File: config.mk
export PLATFORM = sky130hd
export DESIGN_NAME = lcd_spi_rx
export DESIGN_NICKNAME = d
export VERILOG_FILES = /design/src/rtl/lcd_spi_rx.sv
export SDC_FILE = /design/constraint.sdc
export NUM_CORES = 1
export LEC_CHECK = 0
export CAP_MARGIN = 20
export CORE_MARGIN = 2
export CORE_UTILIZATION = 23
export CTS_CLUSTER_DIAMETER = 100
export DETAILED_ROUTE_END_ITERATION = 7
export GPL_TIMING_DRIVEN = 0
export REMOVE_ABC_BUFFERS = 1
export SLEW_MARGIN = 30
export SYNTH_ARGS = -nofsm -noshare
export SYNTH_HDL_FRONTEND = slang
export SYNTH_SLANG_ARGS = --single-unit
export TNS_END_PERCENT = 100
File: constraint.sdc
create_clock -name sys_clk -period 4.1 [get_ports sys_clk]
set_clock_uncertainty 0.2 [all_clocks]
set_input_delay 0.615 -clock sys_clk [delete_from_list [all_inputs] [get_ports sys_clk]]
set_output_delay 0.615 -clock sys_clk [all_outputs]
set_load 0.02 [all_outputs]
File: src/rtl/lcd_spi_rx.sv
// SPI mode-0 slave receiver for the LCD write link (cs, dc, sclk, mosi).
// Recovers 9-bit {dc, byte} words MSB first and queues them in a small FWFT FIFO
// whose head is held in a register.
module lcd_spi_rx #(
  parameter int unsigned SYNC_STAGES = 2,
  parameter int unsigned FIFO_DEPTH  = 4
) (
  input  logic       sys_clk,
  input  logic       sys_rst,
  input  logic       cs,
  input  logic       sclk,
  input  logic       mosi,
  input  logic       dc,
  output logic [8:0] rx_data,
  output logic       rx_valid,
  input  logic       rx_ready,
  output logic       rx_err,
  output logic       overflow,
  input  logic       ovf_clr
);

  localparam int unsigned PW = $clog2(FIFO_DEPTH);
  localparam int unsigned CW = PW + 1;

  typedef enum logic {StIdle, StShift} state_e;

  logic [SYNC_STAGES-1:0] cs_sync_q, sclk_sync_q, mosi_sync_q, dc_sync_q, vld_sync_q;
  logic                   cs_prev_q, sclk_prev_q, armed_q;
  logic                   cs_s, sclk_s, mosi_s, dc_s;
  logic                   sclk_rise, cs_rise, cs_fall;

  state_e      state_q, state_d;
  logic [2:0]  bitcnt_q, bitcnt_d;
  logic [6:0]  shreg_q, shreg_d;
  logic        push_q, push_d;
  logic [8:0]  push_word_q, push_word_d;
  logic        err_d;

  logic [8:0]    mem_q [FIFO_DEPTH];
  logic [PW-1:0] wr_ptr_q, wr_ptr_d, rd_ptr_q, rd_ptr_d;
  logic [CW-1:0] count_q, count_d;
  logic [8:0]    head_d;
  logic          full, pop, wr_en, ovf_set;

  assign cs_s   = cs_sync_q[SYNC_STAGES-1];
  assign sclk_s = sclk_sync_q[SYNC_STAGES-1];
  assign mosi_s = mosi_sync_q[SYNC_STAGES-1];
  assign dc_s   = dc_sync_q[SYNC_STAGES-1];

  // A cs fall only counts once a genuine high level has been seen after reset, so the
  // reset value of the cs chain draining into a held-low cs cannot start a frame.
  assign sclk_rise = sclk_s & ~sclk_prev_q;
  assign cs_rise   = cs_s & ~cs_prev_q;
  assign cs_fall   = armed_q & cs_prev_q & ~cs_s;

  // Input synchronisers, previous-value registers for edge detection and cs arming.
  always_ff @(posedge sys_clk or posedge sys_rst) begin
    if (sys_rst) begin
      cs_sync_q   <= '1;
      sclk_sync_q <= '0;
      mosi_sync_q <= '0;
      dc_sync_q   <= '0;
      vld_sync_q  <= '0;
      cs_prev_q   <= 1'b1;
      sclk_prev_q <= 1'b0;
      armed_q     <= 1'b0;
    end else begin
      cs_sync_q   <= {cs_sync_q[SYNC_STAGES-2:0], cs};
      sclk_sync_q <= {sclk_sync_q[SYNC_STAGES-2:0], sclk};
      mosi_sync_q <= {mosi_sync_q[SYNC_STAGES-2:0], mosi};
      dc_sync_q   <= {dc_sync_q[SYNC_STAGES-2:0], dc};
      vld_sync_q  <= {vld_sync_q[SYNC_STAGES-2:0], 1'b1};
      cs_prev_q   <= cs_s;
      sclk_prev_q <= sclk_s;
      armed_q     <= armed_q | (vld_sync_q[SYNC_STAGES-1] & cs_s);
    end
  end

  // Receive FSM state, bit counter, shift register and registered push request.
  always_ff @(posedge sys_clk or posedge sys_rst) begin
    if (sys_rst) begin
      state_q     <= StIdle;
      bitcnt_q    <= '0;
      shreg_q     <= '0;
      push_q      <= 1'b0;
      push_word_q <= '0;
      rx_err      <= 1'b0;
    end else begin
      state_q     <= state_d;
      bitcnt_q    <= bitcnt_d;
      shreg_q     <= shreg_d;
      push_q      <= push_d;
      push_word_q <= push_word_d;
      rx_err      <= err_d;
    end
  end

  // Next-state: shift on sclk rise first, then judge a cs release against the new count.
  always_comb begin
    state_d     = state_q;
    bitcnt_d    = bitcnt_q;
    shreg_d     = shreg_q;
    push_d      = 1'b0;
    push_word_d = push_word_q;
    err_d       = 1'b0;
    case (state_q)
      StIdle: begin
        if (cs_fall) begin
          state_d  = StShift;
          bitcnt_d = '0;
          shreg_d  = '0;
        end
      end
      StShift: begin
        if (sclk_rise) begin
          shreg_d  = {shreg_q[5:0], mosi_s};
          bitcnt_d = bitcnt_q + 3'd1;
          if (bitcnt_q == 3'd7) begin
            push_d      = 1'b1;
            push_word_d = {dc_s, shreg_q, mosi_s};
          end
        end
        if (cs_rise) begin
          state_d = StIdle;
          err_d   = (bitcnt_d != 3'd0);
        end
      end
      default: state_d = StIdle;
    endcase
  end

  // FIFO control; a push into a full FIFO still lands if the head pops the same cycle.
  always_comb begin
    full     = (count_q == CW'(FIFO_DEPTH));
    pop      = rx_valid & rx_ready;
    wr_en    = push_q & (~full | pop);
    ovf_set  = push_q & full & ~pop;
    rd_ptr_d = pop ? rd_ptr_q + PW'(1) : rd_ptr_q;
    wr_ptr_d = wr_en ? wr_ptr_q + PW'(1) : wr_ptr_q;
    count_d  = count_q + CW'(wr_en) - CW'(pop);
    head_d   = rx_data;
    if (count_d != '0) begin
      head_d = (wr_en && (wr_ptr_q == rd_ptr_d)) ? push_word_q : mem_q[rd_ptr_d];
    end
  end

  // FIFO storage; contents are only observed through the head register.
  always_ff @(posedge sys_clk) begin
    if (wr_en) begin
      mem_q[wr_ptr_q] <= push_word_q;
    end
  end

  // FIFO pointers, registered head/valid and sticky overflow (set beats clear).
  always_ff @(posedge sys_clk or posedge sys_rst) begin
    if (sys_rst) begin
      wr_ptr_q <= '0;
      rd_ptr_q <= '0;
      count_q  <= '0;
      rx_data  <= '0;
      rx_valid <= 1'b0;
      overflow <= 1'b0;
    end else begin
      wr_ptr_q <= wr_ptr_d;
      rd_ptr_q <= rd_ptr_d;
      count_q  <= count_d;
      rx_data  <= head_d;
      rx_valid <= (count_d != '0);
      overflow <= ovf_set | (overflow & ~ovf_clr);
    end
  end

endmodule

# Word-level counts from Yosys, hierarchy flattened
# Memory sizes are Yosys's and may differ from the RTL's. A register that Yosys moved wholly into a read port is not among the register bits.
# Index checks and enable logic that the tools add are counted.
[op_classes] addsub=5 n_eq_ne=4 mux=18 n_bitwise=20 n_reduce_logical=4
[op_table] operator="$mux W7" count=2
[op_table] operator="$pmux W7 S2" count=1
[op_table] operator="$and A1 B1 Y1" count=10
[op_table] operator="$mux W1" count=9
[op_table] operator="$mux W3" count=3
[op_table] operator="$not A1 Y1" count=7
[op_table] operator="$eq A3 B3 Y1 const B" count=2
[op_table] operator="$pmux W3 S2" count=1
[op_table] operator="$reduce_bool A3 Y1" count=2
[op_table] operator="$add A2 B1 Y2 const B" count=2
[op_table] operator="$ne A2 B2 Y1 const B" count=2
[op_table] operator="$add A3 B1 Y3" count=1
[op_table] operator="$add A3 B1 Y3 const B" count=1
[op_table] operator="$or A1 B1 Y1" count=3
[op_table] operator="$reduce_and A3 Y1" count=1
[op_table] operator="$sub A3 B1 Y3" count=1
[op_table] operator="$mux W2" count=1
[op_table] operator="$pmux W1 S2" count=1
[op_table] operator="$reduce_and A2 Y1" count=1
[word_totals] regBits=44 ram_bits=36 inputBits=8 output_inout_bits=12 word_cells=71 memories=1
[mem_list] memory="mem_q" depth=4 word_bits=9 rd=1 rd_clocked_by_memory_dff=1 wr=1 line="39" rtl="logic [8:0] mem_q [FIFO_DEPTH];"

# Logic depth before layout (Yosys ltp)
# Gate-level depths: netlist of the first run.
[logic_depth] ltp_word=7 depth_mapped=15

# Least setup slack after synthesis of the first run
# OpenSTA, ideal clock, no wires.
[synth_path] kind="input port to flip-flop" start="input rx_ready" end="register rx_data[0] (read register of mem_q)" setup_time_ps=141 t_arrival_ps=3088 t_required_ps=3759 path_slack_ps=671 path_stages=15 path_buffers=2 path_cell_list="nand2_1 -> inv_2 -> nor4_1 -> nor2b_1 -> inv_2 -> ha_1 -> inv_1 -> ha_1 -> fa_1 -> xnor2_1 -> xnor2_1 -> or3_1 -> clkbuf_1 -> clkbuf_1 -> a31oi_1"
[synth_between] elab_chain_len=6 word_cells_on_any_way=7 cone_classes="add/sub: 2; mux: 1; bitwise: 3; reduce/logical: 1"
[synth_rtl] item="start: declaration" line="16" rtl="input logic rx_ready,"
[synth_rtl] item="$and A1 B1 Y1 *" line="135" rtl="pop = rx_valid & rx_ready;"
[synth_rtl] item="$or A1 B1 Y1" line="136" rtl="wr_en = push_q & (~full | pop);"
[synth_rtl] item="$and A1 B1 Y1" line="136"
[synth_rtl] item="$add A3 B1 Y3" line="140" rtl="count_d = count_q + CW'(wr_en) - CW'(pop);"
[synth_rtl] item="$sub A3 B1 Y3 *" line="140"
[synth_rtl] item="via count_d[2]" line="41" rtl="logic [CW-1:0] count_q, count_d;"
[synth_rtl] item="$reduce_bool A3 Y1 *" line="142" rtl="if (count_d != '0) begin"
[synth_rtl] item="end: declaration" line="14" rtl="output logic [8:0] rx_data,"
# The timed path passes the listed nets; every way through them passes the cells marked *.
# A chain may end at the register's enable or synchronous reset.

# Final worst setup path of the first run
[layout_path] start="input rx_ready" end="register rx_data[5] (read register of mem_q)"
# The elaborated chain is that of the path after synthesis.

==> flow_summary_export.csv, run 1 <==
group,metric,value,unit
synth,seq_area_frac_synth,64.1,%
flow_run,cap_violations,0,
min_path,min_path_type,"flop to flop",
route,routedWlPerCell,13.6,um
synth,ys.flop_type,"dfrtp_1",
floorplan,initial_core_util,23.6,%
final_layout,drive_gt1_share,13.0,%
floorplan,die_h,132,um
clock_tree,clock_latency,0.34,ns
synth,synth_seq_cells,89,
power_and_ir_drop,p_leak,0.00185,uW
clock_tree,cts_buffer_depth,2,
timing,finalCriticalPeriod,3.79,ns
power_and_ir_drop,pwr_density_cell,562,mW/mm^2
synth,yosys.area.top_type_share,33.3,%
floorplan,core,0.0159,mm^2
synth,ys_types,39,
clock_tree,cts-root-buf,"clkbuf_16",
route,route.vias.total,2121,
floorplan,ios,20,
placed_design,gp_congestion,0.679,
final_layout,nNetsFinal,311,
setup_path,crit_type,"input pin to flop",
timing,rsz0062_at_grt,"no",
global_routing,grt_util_all_layers,8.70,%
route,wl,7030,um
route,route.met3.wl,273,um
timing,timing.final.crit_share,92.5,%
status,status,"finished clean",
placed_design,hpwl,4500,um
synth,netlist_instances,275,
clock_tree,clkTransAtPathRegs,0.06,ns
final_layout,fin_util,28.1,%
clock_tree,cts.htree.levels,3,
placed_design,port_buffers,19,
synth,synth_area_leader_cell,"dfrtp_1",
setup_path,critPathMaxFanout,21,
route,drt-met1-wl,3080,um
setup_path,crit_path_start_kind,"input pin",
power_and_ir_drop,peakVddDrop,242,uV
route,wl_met2,3570,um
timing,clock.fmax,264,MHz
final_layout,areaGrowthSynthToFinish,19.2,%
synth,synth_edf_count,36,
global_routing,antenna_found_initial,0,
synth,synth_most_common_cell,"dfrtp_1",
timing,fin_tns_setup,0,ns
route,drt_first_pass_iters,4,
global_routing,grt_pass1_wl,11800,um
timing,worst_slew_pin_slew,0.748,ns
timing,drv_slew,0,
synth,synth_area_per_cell,13.7,um^2
route,drc_errors,0,
synth,syn_area,0.00376,mm^2
floorplan,fp-row-count,46,
route,top_layer,"met4",
synth,yosys_warnings,0,
timing,relSlewSlack,50.1,%
route,drt-initial-drc-count,156,
clock_tree,clock-sinks,89,
global_routing,grt_pass1_vias,2286,
clock_tree,cts-hold-fix-buffers,0,
clock_tree,cts_tree,"built",
timing,hold_viol_final,0,
final_layout,antenna_cells,0,
route,postRouteAntennaNets,0,
setup_path,worst_ep_arrival_time,3.80,ns
global_routing,grt_max_degree,34,
clock_tree,numCtsBuffers,9,
timing,setup_viol,0,
route,viasPerCell,4.12,
clock_tree,post_cts_buffers,0,
global_routing,grt_overflow,0,
floorplan,die_x,132,um
synth,synthArstFlopShare,59.6,%
setup_path,endpoint_kind,"flop",
setup_path,required,4.11,ns
synth,synthTopCellsByArea,"dfrtp_1 33%, edfxtp_1 29%, mux4_2 5.4%, nor2_1 4.8%, mux2_1 2.7%",
synth,ys_top_cells_by_count,"50 x dfrtp_1, 48 x nor2_1, 36 x edfxtp_1, 14 x nand2_1, 12 x inv_1",
floorplan,die_area,0.0174,mm^2
[power by group]
| group | leakage [uW] | internal, uW | total, uW | switching (uW) |
|---|---|---|---|---|
| Combinational | 0.000694 | 330 | 623 | 292 |
| Sequential | 0.00102 | 1000 | 1130 | 124 |
| Clock | 0.000133 | 441 | 767 | 326 |
| Total | 0.00185 | 1780 | 2520 | 742 |
[per-layer routing]
| metal | global-route usage [%] | vias up |
|---|---|---|
| li1 | - | 1018 |
| met3 | 2.92 | 11 |
| met4 | 3.02 | 0 |
| met1 | 9.95 | 1059 |
| met2 | 15.2 | 33 |
| met5 | 0 | - |
[kinds of logic after synthesis]
group / count (synthesis) / synth area share (%)
xor gates and xnor gates: 6 / 1.40
DFF: 89 / 64.1
AOI/OAI and AO/OA: 38 / 8.02
adders and majority gates: 9 / 3.20
buffers and inverters: 27 / 3.26
other: 1 / 0.0998
muxes: 29 / 11.1
and+or+nand+nor: 76 / 8.79
[cell usage in the layout (no fill, tap or decap), drive strengths merged, types with 2 or more instances in the layout]
cell type,instances
mux4,9
a21o,2
clkdlybuf4s50,19
a22o,10
o21ai,2
dfrtp,50
edfxtp,36
and2,5
mux2i,9
mux2,11
nand2,14
nor2,48
a211o,9
nor2b,2
a31oi,12
ha,8
dfstp,3
inv,15
clkinv,2
xnor2,5
clkbuf,13
[state kept, by name, summed over array words and instances, names as in the netlist]
name and cells:
mem_q 36, push_word_q 9, rx_data 9, shreg_q 7, bitcnt_q 3, count_q 3
cs_sync_q 2, dc_sync_q 2, mosi_sync_q 2, rd_ptr_q 2, sclk_sync_q 2, vld_sync_q 2
wr_ptr_q 2, armed_q 1, cs_prev_q 1, overflow 1, push_q 1, rx_err 1
rx_valid 1, sclk_prev_q 1, state_q 1
[path summary, 6_finish.rpt]
path | slack, ns | cells after the start | endpoint | startpoint
setup / recovery | 0.31 | 15 | rx_data[5]$_DFFE_PP0P_ | rx_ready
hold / removal | 0.15 | 0 | mosi_sync_q[1]$_DFF_PP0_ | mosi_sync_q[0]$_DFF_PP0_
min in group asynchronous | 0.39 | 2 | dc_sync_q[0]$_DFF_PP0_ | sys_rst
hold reg to reg | 0.15 | 0 | mosi_sync_q[1]$_DFF_PP0_ | mosi_sync_q[0]$_DFF_PP0_
max in group asynchronous | 2.77 | 3 | cs_sync_q[1]$_DFF_PP1_ | sys_rst
setup reg to reg | 0.68 | 14 | rx_data[5]$_DFFE_PP0P_ | rx_valid$_DFF_PP0_
[worst max-delay path, cell delays in order]
cell             delay, ns
clkdlybuf4s50_1       0.54
nand2_4               0.19
inv_6                 0.21
nor4_2                0.08
nor2b_2               0.22
inv_2                 0.10
ha_1                  0.29
inv_1                 0.04
ha_1                  0.18
fa_1                  0.37
xnor2_1               0.14
xnor2_1               0.15
or3_4                 0.46
nor2_1                0.13
a31oi_1               0.06
[per-stage QoR]
step                cell area, um^2  hold slack [ns]  worst slack, ns  power, uW  std cells
floorplan                      3690            0.131            0.259       1560        263
global placement               4150            0.132           -0.908       1730        498
detailed placement             4180            0.135            -1.03       1770        499
CTS                            4460            0.149           0.0117       2560        515
global route                   4480            0.152           0.0210       2660        515
finish                         4480            0.147            0.308       2520        515
[what timing repair did]
action / CTS / global route
gates resized for setup: 4 / 3
endpoints found under the hold margin: 0 / 0
setup endpoints to repair: 10 / 10
[cell type report]
cell class,instances,area [um^2]
tap,216,270
clock inverter,3,16.3
sequential,89,2410
fill,1620,11500
clock buffer,13,260
inverter,15,63.8
timing repair buffer,20,210
multi-input combinational,159,1250
No activity file was read; power rests on OpenSTA's default activity.
==> inputs of run 2 (changes only) <==
Settings changed: ABC_CLOCK_PERIOD_IN_PS set to 4100.
==> results of run 2 <==
Same layout as run 1: the final DEF is identical, and so are final timing and power.
